[config.mk]
export PLATFORM = sky130hd
export DESIGN_NAME = syn_pxl_xfr_port_flat
export DESIGN_NICKNAME = d
export VERILOG_FILES = /design/src/rtl/syn_pxl_xfr_port_if.sv /design/src/rtl/syn_pxl_xfr_port.sv /design/src/flat_wrapper.sv
export SDC_FILE = /design/constraint.sdc
export NUM_CORES = 1
export LEC_CHECK = 0
export ABC_AREA = 1
export CAP_MARGIN = 15
export CORE_AREA = 2 2 198 161
export CTS_CLUSTER_SIZE = 24
export DETAILED_ROUTE_END_ITERATION = 8
export DIE_AREA = 0 0 200 163
export SYNTH_ARGS = -nofsm -noshare
export SYNTH_HDL_FRONTEND = slang
export SYNTH_SLANG_ARGS = --single-unit
[constraint.sdc]
create_clock -name clk_ir -period 4.1 [get_ports clk_ir]
set_clock_uncertainty 0.2 [all_clocks]
set_input_delay 0.615 -clock clk_ir [delete_from_list [all_inputs] [get_ports clk_ir]]
set_output_delay 0.615 -clock clk_ir [all_outputs]
set_load 0.02 [all_outputs]
[src/rtl/syn_pxl_xfr_port_if.sv]
// Pixel transfer port bundle: upstream request channel plus the shared pixel bus.
// The slave modport is the port's view; the master modport is the requester/bus-observer view.
interface syn_pxl_xfr_port_if #(
    parameter int PXL_W  = 24,
    parameter int WIDTHX = 10,
    parameter int WIDTHY = 9
);
    logic [PXL_W-1:0]  req_pxl_i;
    logic [WIDTHX-1:0] req_posx_i;
    logic [WIDTHY-1:0] req_posy_i;
    logic              req_wr_i;
    logic              req_rd_i;
    logic              req_rdy_o;
    logic              stall_i;
    logic [PXL_W-1:0]  pxl;
    logic              pxl_wr_valid;
    logic              pxl_rd_valid;
    logic [WIDTHX-1:0] posx;
    logic [WIDTHY-1:0] posy;
    logic              err_o;
    logic [15:0]       oob_cnt_o;

    modport slave (
        input  req_pxl_i, req_posx_i, req_posy_i, req_wr_i, req_rd_i, stall_i,
        output req_rdy_o, pxl, pxl_wr_valid, pxl_rd_valid, posx, posy, err_o, oob_cnt_o
    );

    modport master (
        output req_pxl_i, req_posx_i, req_posy_i, req_wr_i, req_rd_i, stall_i,
        input  req_rdy_o, pxl, pxl_wr_valid, pxl_rd_valid, posx, posy, err_o, oob_cnt_o
    );
endinterface

[src/rtl/syn_pxl_xfr_port.sv]
// Pixel transfer port: bounds-checked request FIFO draining onto the pixel bus under stall control.
// Optional out-of-range drop counter enabled by defining SYN_PXL_XFR_OOB_CNT_EN.
module syn_pxl_xfr_port #(
    parameter int PXL_W  = 24,
    parameter int WIDTHX = 10,
    parameter int WIDTHY = 9,
    parameter int MAX_X  = 640,
    parameter int MAX_Y  = 480,
    parameter int DEPTH  = 4
) (
    input logic                clk_ir,
    input logic                rst_il,
    syn_pxl_xfr_port_if.slave  bus
);
    localparam int AW    = $clog2(DEPTH);
    localparam int ENT_W = 1 + PXL_W + WIDTHX + WIDTHY;
    localparam logic [WIDTHX:0] MAX_X_V = (WIDTHX+1)'(MAX_X);
    localparam logic [WIDTHY:0] MAX_Y_V = (WIDTHY+1)'(MAX_Y);

    logic [ENT_W-1:0]  mem [DEPTH];
    logic [AW:0]       wr_ptr_reg, rd_ptr_reg;
    logic              full, empty, req_any, in_range, push, pop;
    logic [ENT_W-1:0]  head;
    logic              err_reg;
    logic [PXL_W-1:0]  pxl_reg;
    logic [WIDTHX-1:0] posx_reg;
    logic [WIDTHY-1:0] posy_reg;
    logic              wr_valid_reg, rd_valid_reg;

    // Extra pointer MSB distinguishes full from empty when the indices match.
    assign full     = (wr_ptr_reg[AW] != rd_ptr_reg[AW]) && (wr_ptr_reg[AW-1:0] == rd_ptr_reg[AW-1:0]);
    assign empty    = (wr_ptr_reg == rd_ptr_reg);
    assign req_any  = bus.req_wr_i | bus.req_rd_i;
    assign in_range = ({1'b0, bus.req_posx_i} < MAX_X_V) && ({1'b0, bus.req_posy_i} < MAX_Y_V);
    assign push     = req_any & ~full & in_range;
    assign pop      = ~empty & ~bus.stall_i;
    assign head     = mem[rd_ptr_reg[AW-1:0]];

    always_ff @(posedge clk_ir) begin
        if (push)
            mem[wr_ptr_reg[AW-1:0]] <= {bus.req_wr_i, bus.req_pxl_i, bus.req_posx_i, bus.req_posy_i};
    end

    always_ff @(posedge clk_ir or negedge rst_il) begin
        if (!rst_il) begin
            wr_ptr_reg <= '0;
            rd_ptr_reg <= '0;
            err_reg    <= 1'b0;
        end else begin
            if (push) wr_ptr_reg <= wr_ptr_reg + (AW+1)'(1);
            if (pop)  rd_ptr_reg <= rd_ptr_reg + (AW+1)'(1);
            // A combined write+read keeps the write (is_wr follows req_wr_i) and flags the lost read.
            if (bus.req_wr_i & bus.req_rd_i & ~full) err_reg <= 1'b1;
        end
    end

    always_ff @(posedge clk_ir or negedge rst_il) begin
        if (!rst_il) begin
            pxl_reg      <= '0;
            posx_reg     <= '0;
            posy_reg     <= '0;
            wr_valid_reg <= 1'b0;
            rd_valid_reg <= 1'b0;
        end else begin
            wr_valid_reg <= pop & head[ENT_W-1];
            rd_valid_reg <= pop & ~head[ENT_W-1];
            if (pop) begin
                pxl_reg  <= head[ENT_W-2 -: PXL_W];
                posx_reg <= head[WIDTHX+WIDTHY-1 -: WIDTHX];
                posy_reg <= head[WIDTHY-1:0];
            end
        end
    end

`ifdef SYN_PXL_XFR_OOB_CNT_EN
    logic        oob_drop;
    logic [15:0] oob_cnt_reg;

    assign oob_drop = req_any & ~full & ~in_range;

    always_ff @(posedge clk_ir or negedge rst_il) begin
        if (!rst_il)
            oob_cnt_reg <= '0;
        else if (oob_drop && oob_cnt_reg != 16'hFFFF)
            oob_cnt_reg <= oob_cnt_reg + 16'd1;
    end

    assign bus.oob_cnt_o = oob_cnt_reg;
`else
    assign bus.oob_cnt_o = '0;
`endif

    assign bus.req_rdy_o    = ~full;
    assign bus.err_o        = err_reg;
    assign bus.pxl          = pxl_reg;
    assign bus.posx         = posx_reg;
    assign bus.posy         = posy_reg;
    assign bus.pxl_wr_valid = wr_valid_reg;
    assign bus.pxl_rd_valid = rd_valid_reg;
endmodule

[src/flat_wrapper.sv]
// flat-port wrapper written by rule: the top's interface ports become plain ports
module syn_pxl_xfr_port_flat 
#(
    parameter int PXL_W  = 24,
    parameter int WIDTHX = 10,
    parameter int WIDTHY = 9,
    parameter int MAX_X  = 640,
    parameter int MAX_Y  = 480,
    parameter int DEPTH  = 4
)
  (clk_ir, rst_il, bus_req_pxl_i, bus_req_posx_i, bus_req_posy_i, bus_req_wr_i, bus_req_rd_i, bus_stall_i, bus_req_rdy_o, bus_pxl, bus_pxl_wr_valid, bus_pxl_rd_valid, bus_posx, bus_posy, bus_err_o, bus_oob_cnt_o);
  syn_pxl_xfr_port_if #(.PXL_W(PXL_W), .WIDTHX(WIDTHX), .WIDTHY(WIDTHY)) bus_i ();
  input logic clk_ir;
  input logic rst_il;
  input wire logic [$bits(bus_i.req_pxl_i)-1:0] bus_req_pxl_i;
  input wire logic [$bits(bus_i.req_posx_i)-1:0] bus_req_posx_i;
  input wire logic [$bits(bus_i.req_posy_i)-1:0] bus_req_posy_i;
  input wire logic [$bits(bus_i.req_wr_i)-1:0] bus_req_wr_i;
  input wire logic [$bits(bus_i.req_rd_i)-1:0] bus_req_rd_i;
  input wire logic [$bits(bus_i.stall_i)-1:0] bus_stall_i;
  output wire logic [$bits(bus_i.req_rdy_o)-1:0] bus_req_rdy_o;
  output wire logic [$bits(bus_i.pxl)-1:0] bus_pxl;
  output wire logic [$bits(bus_i.pxl_wr_valid)-1:0] bus_pxl_wr_valid;
  output wire logic [$bits(bus_i.pxl_rd_valid)-1:0] bus_pxl_rd_valid;
  output wire logic [$bits(bus_i.posx)-1:0] bus_posx;
  output wire logic [$bits(bus_i.posy)-1:0] bus_posy;
  output wire logic [$bits(bus_i.err_o)-1:0] bus_err_o;
  output wire logic [$bits(bus_i.oob_cnt_o)-1:0] bus_oob_cnt_o;
  assign bus_i.req_pxl_i = bus_req_pxl_i;
  assign bus_i.req_posx_i = bus_req_posx_i;
  assign bus_i.req_posy_i = bus_req_posy_i;
  assign bus_i.req_wr_i = bus_req_wr_i;
  assign bus_i.req_rd_i = bus_req_rd_i;
  assign bus_i.stall_i = bus_stall_i;
  assign bus_req_rdy_o = bus_i.req_rdy_o;
  assign bus_pxl = bus_i.pxl;
  assign bus_pxl_wr_valid = bus_i.pxl_wr_valid;
  assign bus_pxl_rd_valid = bus_i.pxl_rd_valid;
  assign bus_posx = bus_i.posx;
  assign bus_posy = bus_i.posy;
  assign bus_err_o = bus_i.err_o;
  assign bus_oob_cnt_o = bus_i.oob_cnt_o;
  syn_pxl_xfr_port #(.PXL_W(PXL_W), .WIDTHX(WIDTHX), .WIDTHY(WIDTHY), .MAX_X(MAX_X), .MAX_Y(MAX_Y), .DEPTH(DEPTH)) u_core (.clk_ir(clk_ir), .rst_il(rst_il), .bus(bus_i));
endmodule
==> impl_metrics.csv <==
group,metric,value,unit
detailed_routing,final_antenna_net_count,0,
floorplan,rows,58,
setup_path,crit_fanout,6,
grt,grt_use_total,13.1,%
grt,gr-total-overflow,0,
floorplan,ioPinCount,111,
sta,finalWorstSetupSlack,1100,ps
power,pwr_dens,756,nW/um2
detailed_routing,routed_wire_length,21000,um
setup_path,worstSetupEndpointType,"output port",
floorplan,die_width,200,um
placement,detailed_place_hpwl,12400,um
clock_tree,clk_path_buf_depth,3,
clock_tree,worst_skew_pair.late_latency,500,ps
final_layout,multi_input_area,2190,um2
final_layout,nNetsFinal,928,
final_layout,antenna_cells_inserted,0,
detailed_routing,drt_first_pass_iters,4,
synth,synth_async_sr_flop_share,22.8,%
final_layout,largest_register_ffs,176,
clock_tree,htree_levels,1,
power,max-vdd-ir-drop,426,uV
synth,netlist_area,9110,um2
setup_path,worstSetupStartpointType,"flip-flop",
outcome,failed_checks,"negative hold slack",
sta,max_slew_headroom,32.1,%
synth,synth.most_common_cell,"nor2_1",
setup_path,critical_path_required,3280,ps
floorplan,start_util,29.5,%
sta,timing.setup.tns,0,ps
synth,synthCells,789,
sta,finalCritPeriodShare,73.1,%
synth,ys_top_cells_by_area,"edfxtp_1, dfrtp_1, nor2_1",
floorplan,die_h,163,um
detailed_routing,first_iter_violations,416,
placement,numPortBuffers,94,
clock_tree,cts.sink_count,228,
floorplan,dieArea,32600,um2
final_layout,syn2layout_area_growth,22.8,%
run,max-cap-violations,0,
placement,gp_routability_congestion,0.711,
clock_tree,post-cts-setup-buffers,0,
clock_tree,root_buffer,"clkbuf_16",
setup_path,timing_worst_setup_path_type,"flip-flop to output port",
detailed_routing,post-route-drc-count,0,
power,total_power,8.45,mW
synth,fraction_of_synthesized_cell_area_taken_by_the_top_area_cell_type,58.0,%
synth,synth.largest_area_cell,"edfxtp_1",
clock_tree,hold_fix_buffers_at_cts,0,
clock_tree,clkTransAtPathRegs,60,ps
detailed_routing,post_drt_wl_per_cell,16.1,um
synth,postSynth.topFlopCell,"edfxtp_1",
final_layout,register_area,6590,um2
sta,finalWorstPathRequiredPeriod,3000,ps
sta,setup_viols_final,0,
synth,yosys_register_bits,228,
synth,number_of_enable_type_register_cells_in_the_synthesized_netlist,176,
sta,finalMaxSlewViolations,0,
clock_tree,tritoncts_clock_tree,"yes",
detailed_routing,via_per_instance_ratio,4.39,
grt,first_global_vias,5544,
grt,global_route_wire_length_before_repair,32800,um
sta,maxClockFrequency,0.334,GHz
final_layout,layout-drive-gt1-share,6.85,%
sta,unrepaired_setup_endpoints_after_global_routing,"no",
synth,ys_warn_count,0,
synth,netlist-cell-type-count,25,
placement,pre_cts_setup_slack,855,ps
sta,worst_slew_pin_slew,1010,ps
synth,post_synth.cell_area_avg,11.5,um2
clock_tree,post_cts_repair_resize_count,0,
grt,grt_max_degree,91,
grt,antenna_found_initial,0,
sta,timing.final.hold_violations,17,
setup_path,worstPathArrival,2180,ps
clock_tree,cts_inserted_buffers,23,
power,pleak,4.29,nW
sta,hold_ws,-27.7,ps
synth,synth_sequential_area_ratio,72.3,%
floorplan,core_region_area,30800,um2
detailed_routing,route.vias.total,5752,
min_path,hold_path.class,"primary input to asynchronous set/reset pin",
outcome,outcome,"finished with violations",
synth,synth_commonest_cells,"nor2_1, edfxtp_1, nand2_1",
final_layout,postLayoutCoreUtil,36.2,%
final_layout,fill_cells,3017,
cell families after synthesis:
logic type,count (synthesis),share of synthesized area [%]
and+or+nand+nor,393,17.3
DFF,228,72.3
AOI/OAI and AO/OA,87,4.78
buffers and inverters,72,4.58
adders and majority gates,5,0.687
xor gates and xnor gates,3,0.289
other,1,0.0412
where the power goes:
group | total [mW] | internal, mW | switching (mW)
logic | 3.00 | 1.04 | 1.96
registers | 3.32 | 3.11 | 0.205
clock network | 2.13 | 1.28 | 0.842
total | 8.45 | 5.44 | 3.01
layer usage:
metal  GRT usage [%]  wire length (um)  vias to the layer above
met2            20.6              9540                      158
li1                -                 -                     2806
met3            2.24               990                       31
met5               0                 0                        -
met1            18.9             10100                     2757
met4            3.06               396                        0
metrics by stage:
step / hold WS [ps] / area, um2 / std cells
after floorplan: 119 / 9160 / 804
after global placement: 259 / 10400 / 1270
after detailed placement: 258 / 10400 / 1270
after CTS: 7.96 / 11200 / 1311
after global routing: 14.7 / 11200 / 1311
final: -27.7 / 11200 / 1311
layout by cell type (no fill, tap or decap), types with 2 or more instances in the layout:
cell type,count
clkbuf_16,23
buf_4,10
clkbuf_1,5
nand2_2,2
buf_12,2
inv_1,9
clkbuf_8,7
inv_2,3
nor2_4,4
o21ai_1,23
clkinv_1,2
bufinv_16,2
nor2_1,177
conb_1,16
edfxtp_1,176
nand3_1,50
dfrtp_1,50
ha_1,5
clkdlybuf4s50_1,93
o21ai_0,63
nand2_1,154
nand4_1,3
xor2_1,2
worst paths after layout:
kind                                      start                    to  slack, ps  cells past startpoint
max in group asynchronous                rst_il  u_core.rd_ptr_reg[0]       3150                      1
setup reg to reg           u_core.wr_ptr_reg[0]      u_core.mem[3][1]       1610                      7
hold / removal                           rst_il    u_core.bus.posx[9]        -30                      1
min in group clk_ir          u_core.bus.pxl[12]    u_core.bus.pxl[12]        270                      2
hold reg to reg              u_core.bus.pxl[12]    u_core.bus.pxl[12]        270                      2
setup / recovery           u_core.wr_ptr_reg[1]         bus_req_rdy_o       1100                      3
cell type report:
cell class | count | share of cell area (%)
flip-flops and latches | 228 | 59.0
multi-input cells | 504 | 19.6
repair buffers | 105 | 9.36
clock buffers | 35 | 6.18
well taps | 420 | 4.70
clock inverters | 6 | 0.750
inverters | 13 | 0.459
critical path, stage by stage, from the launching register on:
cell	delay (ps)
dfrtp_1	430
xnor2_1	330
nand3_1	300
clkdlybuf4s50_1	620
No activity file was read; power rests on OpenSTA's default activity.
